$ cat src/rtl/block_store_pkg.sv
// Shared widths, record layout and FSM encoding for the block record store.
// Records are packed {occ, colour, orient, y, x} from MSB down to LSB.
package block_store_pkg;

    localparam int X_W_DEF   = 8;
    localparam int Y_W_DEF   = 7;
    localparam int COL_W_DEF = 3;

    localparam logic [1:0] ST_CLEAR = 2'd0;
    localparam logic [1:0] ST_IDLE  = 2'd1;
    localparam logic [1:0] ST_SCAN  = 2'd2;

    function automatic int rec_y_lsb(int xw);
        return xw;
    endfunction

    function automatic int rec_orient_bit(int xw, int yw);
        return xw + yw;
    endfunction

    function automatic int rec_colour_lsb(int xw, int yw);
        return xw + yw + 1;
    endfunction

    function automatic int rec_occ_bit(int xw, int yw, int cw);
        return xw + yw + cw + 1;
    endfunction

    function automatic int rec_width(int xw, int yw, int cw);
        return xw + yw + cw + 2;
    endfunction

endpackage

$ cat src/rtl/block_store_record_ram.sv
// Simple dual-port record RAM: one write port, one registered read port.
// Ports: clk; we/waddr/wdata write; re/raddr read request; rdata one cycle later.
module record_ram #(
    parameter int W     = 20,
    parameter int DEPTH = 32,
    parameter int AW    = $clog2(DEPTH)
) (
    input  logic          clk,
    input  logic          we,
    input  logic [AW-1:0] waddr,
    input  logic [W-1:0]  wdata,
    input  logic          re,
    input  logic [AW-1:0] raddr,
    output logic [W-1:0]  rdata
);

    logic [W-1:0] mem [DEPTH];

    always_ff @(posedge clk) begin
        if (we) begin
            mem[waddr] <= wdata;
        end
        if (re) begin
            // write-first: a same-cycle write to the read address wins
            if (we && (waddr == raddr)) begin
                rdata <= wdata;
            end else begin
                rdata <= mem[raddr];
            end
        end
    end

endmodule

$ cat src/rtl/block_store.sv
// Block record store: clear-on-reset RAM with write/delete, read and full scan.
// Ports: clk/reset; wr_* write/delete; rd_en/rd_addr read; scan_* sweep; rd_* record out; count.
module block_store
    import block_store_pkg::*;
#(
    parameter int DEPTH  = 32,
    parameter int ADDR_W = $clog2(DEPTH),
    parameter int X_W    = X_W_DEF,
    parameter int Y_W    = Y_W_DEF,
    parameter int COL_W  = COL_W_DEF
) (
    input  logic              clk,
    input  logic              reset,
    output logic              ready,
    input  logic              wr_en,
    input  logic              wr_del,
    input  logic [ADDR_W-1:0] wr_addr,
    input  logic [X_W-1:0]    wr_x,
    input  logic [Y_W-1:0]    wr_y,
    input  logic              wr_orient,
    input  logic [COL_W-1:0]  wr_colour,
    input  logic              rd_en,
    input  logic [ADDR_W-1:0] rd_addr,
    output logic              rd_valid,
    input  logic              scan_start,
    output logic              scan_valid,
    output logic [ADDR_W-1:0] scan_addr,
    output logic              scan_done,
    output logic              rd_occ,
    output logic [X_W-1:0]    rd_x,
    output logic [Y_W-1:0]    rd_y,
    output logic              rd_orient,
    output logic [COL_W-1:0]  rd_colour,
    output logic [ADDR_W:0]   count
);

    localparam int Y_LSB   = rec_y_lsb(X_W);
    localparam int ORI_BIT = rec_orient_bit(X_W, Y_W);
    localparam int COL_LSB = rec_colour_lsb(X_W, Y_W);
    localparam int OCC_BIT = rec_occ_bit(X_W, Y_W, COL_W);
    localparam int REC_W   = rec_width(X_W, Y_W, COL_W);

    localparam logic [ADDR_W-1:0] LAST = ADDR_W'(DEPTH - 1);
    localparam logic [ADDR_W:0]   ONE  = (ADDR_W + 1)'(1);

    logic [1:0]        state;
    logic [ADDR_W-1:0] clr_addr;
    logic [ADDR_W:0]   scan_ptr;
    logic [DEPTH-1:0]  occ;
    logic              scan_act;

    logic              idle;
    logic              in_clear;
    logic              in_scan;
    logic              wr_ok;
    logic              rd_ok;
    logic              scan_rd;

    logic              ram_we;
    logic              ram_re;
    logic [ADDR_W-1:0] ram_waddr;
    logic [ADDR_W-1:0] ram_raddr;
    logic [REC_W-1:0]  ram_wdata;
    logic [REC_W-1:0]  ram_rdata;

    assign idle     = (state == ST_IDLE);
    assign in_clear = (state == ST_CLEAR);
    assign in_scan  = (state == ST_SCAN);
    assign wr_ok    = idle & wr_en;
    assign rd_ok    = idle & rd_en;
    // the scan pointer runs one past the last address to drain the read
    assign scan_rd  = in_scan & ~scan_ptr[ADDR_W];

    assign ram_we    = in_clear | wr_ok;
    assign ram_waddr = in_clear ? clr_addr : wr_addr;
    assign ram_re    = rd_ok | scan_rd;
    assign ram_raddr = in_scan ? scan_ptr[ADDR_W-1:0] : rd_addr;

    always_comb begin
        ram_wdata = '0;
        if (wr_ok && !wr_del) begin
            ram_wdata = {1'b1, wr_colour, wr_orient, wr_y, wr_x};
        end
    end

    record_ram #(
        .W     (REC_W),
        .DEPTH (DEPTH),
        .AW    (ADDR_W)
    ) u_ram (
        .clk   (clk),
        .we    (ram_we),
        .waddr (ram_waddr),
        .wdata (ram_wdata),
        .re    (ram_re),
        .raddr (ram_raddr),
        .rdata (ram_rdata)
    );

    assign ready      = idle;
    assign rd_x       = ram_rdata[X_W-1:0];
    assign rd_y       = ram_rdata[Y_LSB +: Y_W];
    assign rd_orient  = ram_rdata[ORI_BIT];
    assign rd_colour  = ram_rdata[COL_LSB +: COL_W];
    assign rd_occ     = ram_rdata[OCC_BIT];
    assign scan_valid = scan_act & ram_rdata[OCC_BIT];
    assign scan_done  = scan_act & (scan_addr == LAST);

    always_ff @(posedge clk) begin
        if (reset) begin
            state     <= ST_CLEAR;
            clr_addr  <= '0;
            scan_ptr  <= '0;
            occ       <= '0;
            count     <= '0;
            rd_valid  <= 1'b0;
            scan_act  <= 1'b0;
            scan_addr <= '0;
        end else begin
            rd_valid <= rd_ok;
            scan_act <= scan_rd;
            if (scan_rd) begin
                scan_addr <= scan_ptr[ADDR_W-1:0];
            end
            unique case (state)
                ST_CLEAR: begin
                    clr_addr <= clr_addr + 1'b1;
                    if (clr_addr == LAST) begin
                        state <= ST_IDLE;
                    end
                end
                ST_IDLE: begin
                    if (wr_ok) begin
                        occ[wr_addr] <= ~wr_del;
                        if (!wr_del && !occ[wr_addr]) begin
                            count <= count + ONE;
                        end else if (wr_del && occ[wr_addr]) begin
                            count <= count - ONE;
                        end
                    end
                    if (scan_start) begin
                        state    <= ST_SCAN;
                        scan_ptr <= '0;
                    end
                end
                ST_SCAN: begin
                    if (scan_ptr[ADDR_W]) begin
                        state <= ST_IDLE;
                    end else begin
                        scan_ptr <= scan_ptr + 1'b1;
                    end
                end
                default: begin
                    state <= ST_CLEAR;
                end
            endcase
        end
    end

endmodule
$ cat config.mk
export PLATFORM = sky130hd
export DESIGN_NAME = block_store
export DESIGN_NICKNAME = d
export VERILOG_FILES = /design/src/rtl/block_store_pkg.sv /design/src/rtl/block_store_record_ram.sv /design/src/rtl/block_store.sv
export SDC_FILE = /design/constraint.sdc
export NUM_CORES = 1
export LEC_CHECK = 0
export CAP_MARGIN = 10
export CORE_UTILIZATION = 64
export CTS_BUF_LIST = sky130_fd_sc_hd__clkbuf_8
export DETAILED_ROUTE_END_ITERATION = 7
export MAX_ROUTING_LAYER = met4
export PLACE_DENSITY_LB_ADDON = 0.05
export SYNTH_ARGS = -nofsm -noshare
export SYNTH_HDL_FRONTEND = slang
export SYNTH_SLANG_ARGS = --single-unit
export TNS_END_PERCENT = 20
$ cat constraint.sdc
create_clock -name clk -period 4.89 [get_ports clk]
set_input_delay 0.7335 -clock clk [delete_from_list [all_inputs] [get_ports clk]]
set_output_delay 0.7335 -clock clk [all_outputs]
set_load 0.01 [all_outputs]
==> summary.md <==
| Metric | Value |
|---|---|
| Run status | `complete, no violations` |
| Main flop type after synthesis | `sky130_fd_sc_hd__edfxtp_1` |
| Transition time at the pin with the least slew margin | `1.25 ns` |
| Sequential-to-total area share from yosys stat | `72.6%` |
| Layer carrying the most global-route usage | `met2` |
| Top area cells in the synthesized netlist | `sky130_fd_sc_hd__edfxtp_1 69%, sky130_fd_sc_hd__nand2_1 5.0%, sky130_fd_sc_hd__mux2i_1 4.3%` |
| Number of distinct library cells after synthesis | `61` |
| Number of global-route vias before repair | `17.8k` |
| Crit-path max cell delay | `0.77 ns` |
| Post-CTS setup buffer count | `0` |
| Sw Ratio | `22.4%` |
| CTS max path bufs | `3` |
| Core Footprint | `44400 um2` |
| Fraction of synthesis flops using an asynchronous set or reset pin | `0%` |
| Worst setup slack after placement | `0.363 ns` |
| Area share of the leading cell type in the synthesized netlist | `68.5%` |
| Clock root cell | `sky130_fd_sc_hd__clkbuf_8` |
| Final sum of negative setup slack | `0 ns` |
| Number of synthesized register bits | `718` |
| Worst EP arrival | `4.38 ns` |
| Layout fillers | `2888` |
| Critical Path Start Type | `flop` |
| H-Tree Depth | `3` |
| Post-detailed-route via-to-cell ratio | `6.33` |
| Worst Setup Path Type | `flop to flop` |
| Final layout net count | `2229` |
| M1 GR Usage | `43.2%` |
| Element type at the critical path end | `flop` |
| WL per Instance | `24.7 um` |
| Chip height | `215 um` |
| DR iter-0 viols | `1925` |
| Power density relative to cell area | `363 nW/um2` |
| Average cell area after synthesis | `14.1 um2` |
| Layout Area Growth over Synthesis | `12.6%` |
| HPWL after DPL | `39900 um` |
| Worst Path Required | `5.44 ns` |
| Initial antenna violation count | `3` |
| EDFF count, synth | `660` |
| Setup repair after global routing missed its margin | `no` |
| Worst rel slew slack | `16.5%` |
| Post-synthesis cell area | `28900 um2` |
| Max-cap check violation count | `0` |
| Yosys warns | `0` |
| Largest fanout of any net on the critical path | `75` |
| Reg power frac | `56.7%` |
| Net switching power figure | `2.64 mW` |
| Clock-pin transition on the worst setup and hold timing paths | `0.06 ns` |
| Area leader, netlist | `sky130_fd_sc_hd__edfxtp_1` |
| CTS Hold Bufs | `0` |
| Cell-by-cell trace of the critical path | `nand2b_1, a21o_4, buf_4, nand2_1, a32oi_1, a31oi_1, nor3_1, a22o_1` |
| Initial standard-cell utilization of the core | `65.1%` |
| Count of standard-cell rows | `77` |
| Final setup viols | `0` |
| Combinational share of power | `5.3%` |
| Overall die width | `215 um` |
| Cell type of the slowest stage on the worst timing path | `sky130_fd_sc_hd__a21o_4` |
| Number of buffers added by the clock tree synthesis step | `108` |
| Global routing usage on met3 | `5.32%` |
| Worst min path class | `flop to flop` |
| Int Pwr | `9.18 mW` |
| Die Footprint | `46000 um2` |
| Worst setup skew after layout | `0.0207 ns` |
| Setup WS post-layout | `1.06 ns` |
| First-pass DRT Iterations | `6` |
| CTS tree | `built` |
| Worst skew pair latency | `0.69 ns` |
| Total congestion overflow | `0` |
| Count of final max-slew check failures | `0` |
| Maximum number of pins on one net before global-route repair | `88` |
| Synthesized net count | `2097` |
| Total global-route track usage | `32.2%` |
| Routed via count | `18.2k` |
| Number of gates resized after cts | `0` |
| Count of buffers from port buffering | `69` |
| Global-route wire length before repair | `107000 um` |
| # clock sinks | `718` |
| Detailed-route wire length | `70800 um` |
| Worst vdd ir | `0.000224 V` |
| Final-report hold violation count | `0` |
| Mapped Cells | `2053` |
| Share of the clock period used by the worst path after layout | `78.3%` |
| Min cycle time layout | `3.83 ns` |
| RePlAce Congestion | `0.819` |
| Num ports | `70` |
| Highest clock frequency the design can meet | `0.261 GHz` |
| Leakage power | `10.8 nW` |
| Share of total power in the clock network | `38.0%` |
| Share of layout cells above drive strength 1 | `13.4%` |
| Antenna-violating nets left | `0` |
| Met2 Use GR | `49.7%` |
| Count of unresolved DRC violations after routing | `0` |
## kinds of logic after synthesis
logic type                 after synthesis  share of synthesized area [%]
adders and majority gates                9                          0.415
AOI/OAI and AO/OA                      300                           7.29
muxes                                  158                           6.09
and+or+nand+nor                        705                           10.6
xor gates and xnor gates                20                          0.606
buffers and inverters                  143                           2.44
DFF                                    718                           72.6
## routing by layer
layer	vias to the layer above	share of wire (%)
met5	-	0
met4	0	3.2
met3	142	9.0
met2	910	48
met1	9035	40
li1	8065	-
## sequential cells by signal, indices dropped and copies added (netlist names)
name / count
clr_addr: 5
count: 6
occ: 32
rd_valid: 1
scan_act: 1
scan_addr: 5
scan_ptr: 6
state: 2
u_ram.mem: 640
u_ram.rdata: 20
## cells in the mapped netlist (3+ instances only)
cell and instances:
sky130_fd_sc_hd__a32oi_1 52, sky130_fd_sc_hd__nand2_1 386, sky130_fd_sc_hd__nand2b_1 7, sky130_fd_sc_hd__nand4_1 12, sky130_fd_sc_hd__a222oi_1 3, sky130_fd_sc_hd__a211oi_1 4
sky130_fd_sc_hd__edfxtp_1 660, sky130_fd_sc_hd__and3b_1 3, sky130_fd_sc_hd__nand3_1 136, sky130_fd_sc_hd__nor3_1 18, sky130_fd_sc_hd__buf_2 60, sky130_fd_sc_hd__dfxtp_1 58
sky130_fd_sc_hd__and3_1 6, sky130_fd_sc_hd__a21oi_1 75, sky130_fd_sc_hd__clkbuf_1 50, sky130_fd_sc_hd__a22o_1 20, sky130_fd_sc_hd__a22oi_1 3, sky130_fd_sc_hd__and2_1 20
sky130_fd_sc_hd__mux2i_1 124, sky130_fd_sc_hd__a31oi_1 62, sky130_fd_sc_hd__o21ai_0 10, sky130_fd_sc_hd__o22ai_1 19, sky130_fd_sc_hd__nor2_1 94, sky130_fd_sc_hd__nand3b_1 6
sky130_fd_sc_hd__xnor2_1 11, sky130_fd_sc_hd__mux4_2 10, sky130_fd_sc_hd__buf_1 6, sky130_fd_sc_hd__inv_1 6, sky130_fd_sc_hd__a311oi_1 35, sky130_fd_sc_hd__nor3b_1 4
sky130_fd_sc_hd__ha_1 8, sky130_fd_sc_hd__buf_4 18, sky130_fd_sc_hd__o211ai_1 5, sky130_fd_sc_hd__mux2_2 21, sky130_fd_sc_hd__xor2_1 9
## area by class of cell
class / count / area, um2 / area share (%)
antenna: 2 / 5.00 / 0.0154
tap: 592 / 741 / 2.27
clock inverter: 79 / 354 / 1.09
inverter: 6 / 22.5 / 0.0692
multi-input combinational: 1192 / 7360 / 22.6
sequential: 718 / 21000 / 64.4
timing repair buffer: 159 / 1460 / 4.47
clock buffer: 119 / 1640 / 5.03
## final timing paths
path / from / end / slack, ns / depth (start not counted)
worst max-delay path: state[0] / u_ram.rdata[2] / 1.06 / 8
worst min-delay path: scan_addr[3] / scan_addr[3] / 0.49 / 2
worst max register to register: state[0] / u_ram.rdata[2] / 1.06 / 8
worst min register to register: scan_addr[3] / scan_addr[3] / 0.49 / 2
## cells in the final DEF (no fill, tap or decap), types with 52 or more instances in the layout
| cell type | count |
|---|---|
| sky130_fd_sc_hd__nand2_1 | 386 |
| sky130_fd_sc_hd__inv_1 | 55 |
| sky130_fd_sc_hd__a31oi_1 | 62 |
| sky130_fd_sc_hd__a21oi_1 | 75 |
| sky130_fd_sc_hd__edfxtp_1 | 660 |
| sky130_fd_sc_hd__nor2_1 | 61 |
| sky130_fd_sc_hd__nand3_1 | 136 |
| sky130_fd_sc_hd__dfxtp_1 | 58 |
| sky130_fd_sc_hd__clkdlybuf4s50_1 | 68 |
| sky130_fd_sc_hd__a32oi_1 | 52 |
| sky130_fd_sc_hd__mux2i_1 | 124 |
| sky130_fd_sc_hd__buf_4 | 82 |
| sky130_fd_sc_hd__clkbuf_8 | 119 |
## per-stage QoR
| step | std cells | area (um2) | utilization, % | hold slack (ns) | power, mW |
|---|---|---|---|---|---|
| after floorplan | 2053 | 28900 | - | 0.454 | 7.23 |
| after global placement | 2666 | 30500 | 68.8 | 0.466 | 7.44 |
| after detailed placement | 2666 | 30500 | 68.8 | 0.475 | 7.46 |
| after CTS | 2864 | 32500 | 73.3 | 0.483 | 11.9 |
| after global routing | 2867 | 32600 | 73.3 | 0.508 | 12.2 |
| final | 2867 | 32600 | 73.3 | 0.488 | 11.8 |
## power groups by stage
stage	clock network (mW)	registers [mW]	logic, mW
4_1_cts	4.54	6.71	0.626
6_report	4.49	6.71	0.629
2_1_floorplan	0	6.83	0.400
3_3_place_gp	0	6.83	0.609
5_1_grt	4.82	6.71	0.677
3_5_place_dp	0	6.83	0.624
## critical path, delay by kind of cell (launching register included)
| family | cells | cell delay (ns) |
|---|---|---|
| flops | 1 | 0.58 |
| compound gates | 4 | 1.41 |
| simple gates | 3 | 1.35 |
| buf+inv | 1 | 0.32 |
(Power assumes the default switching activity.)
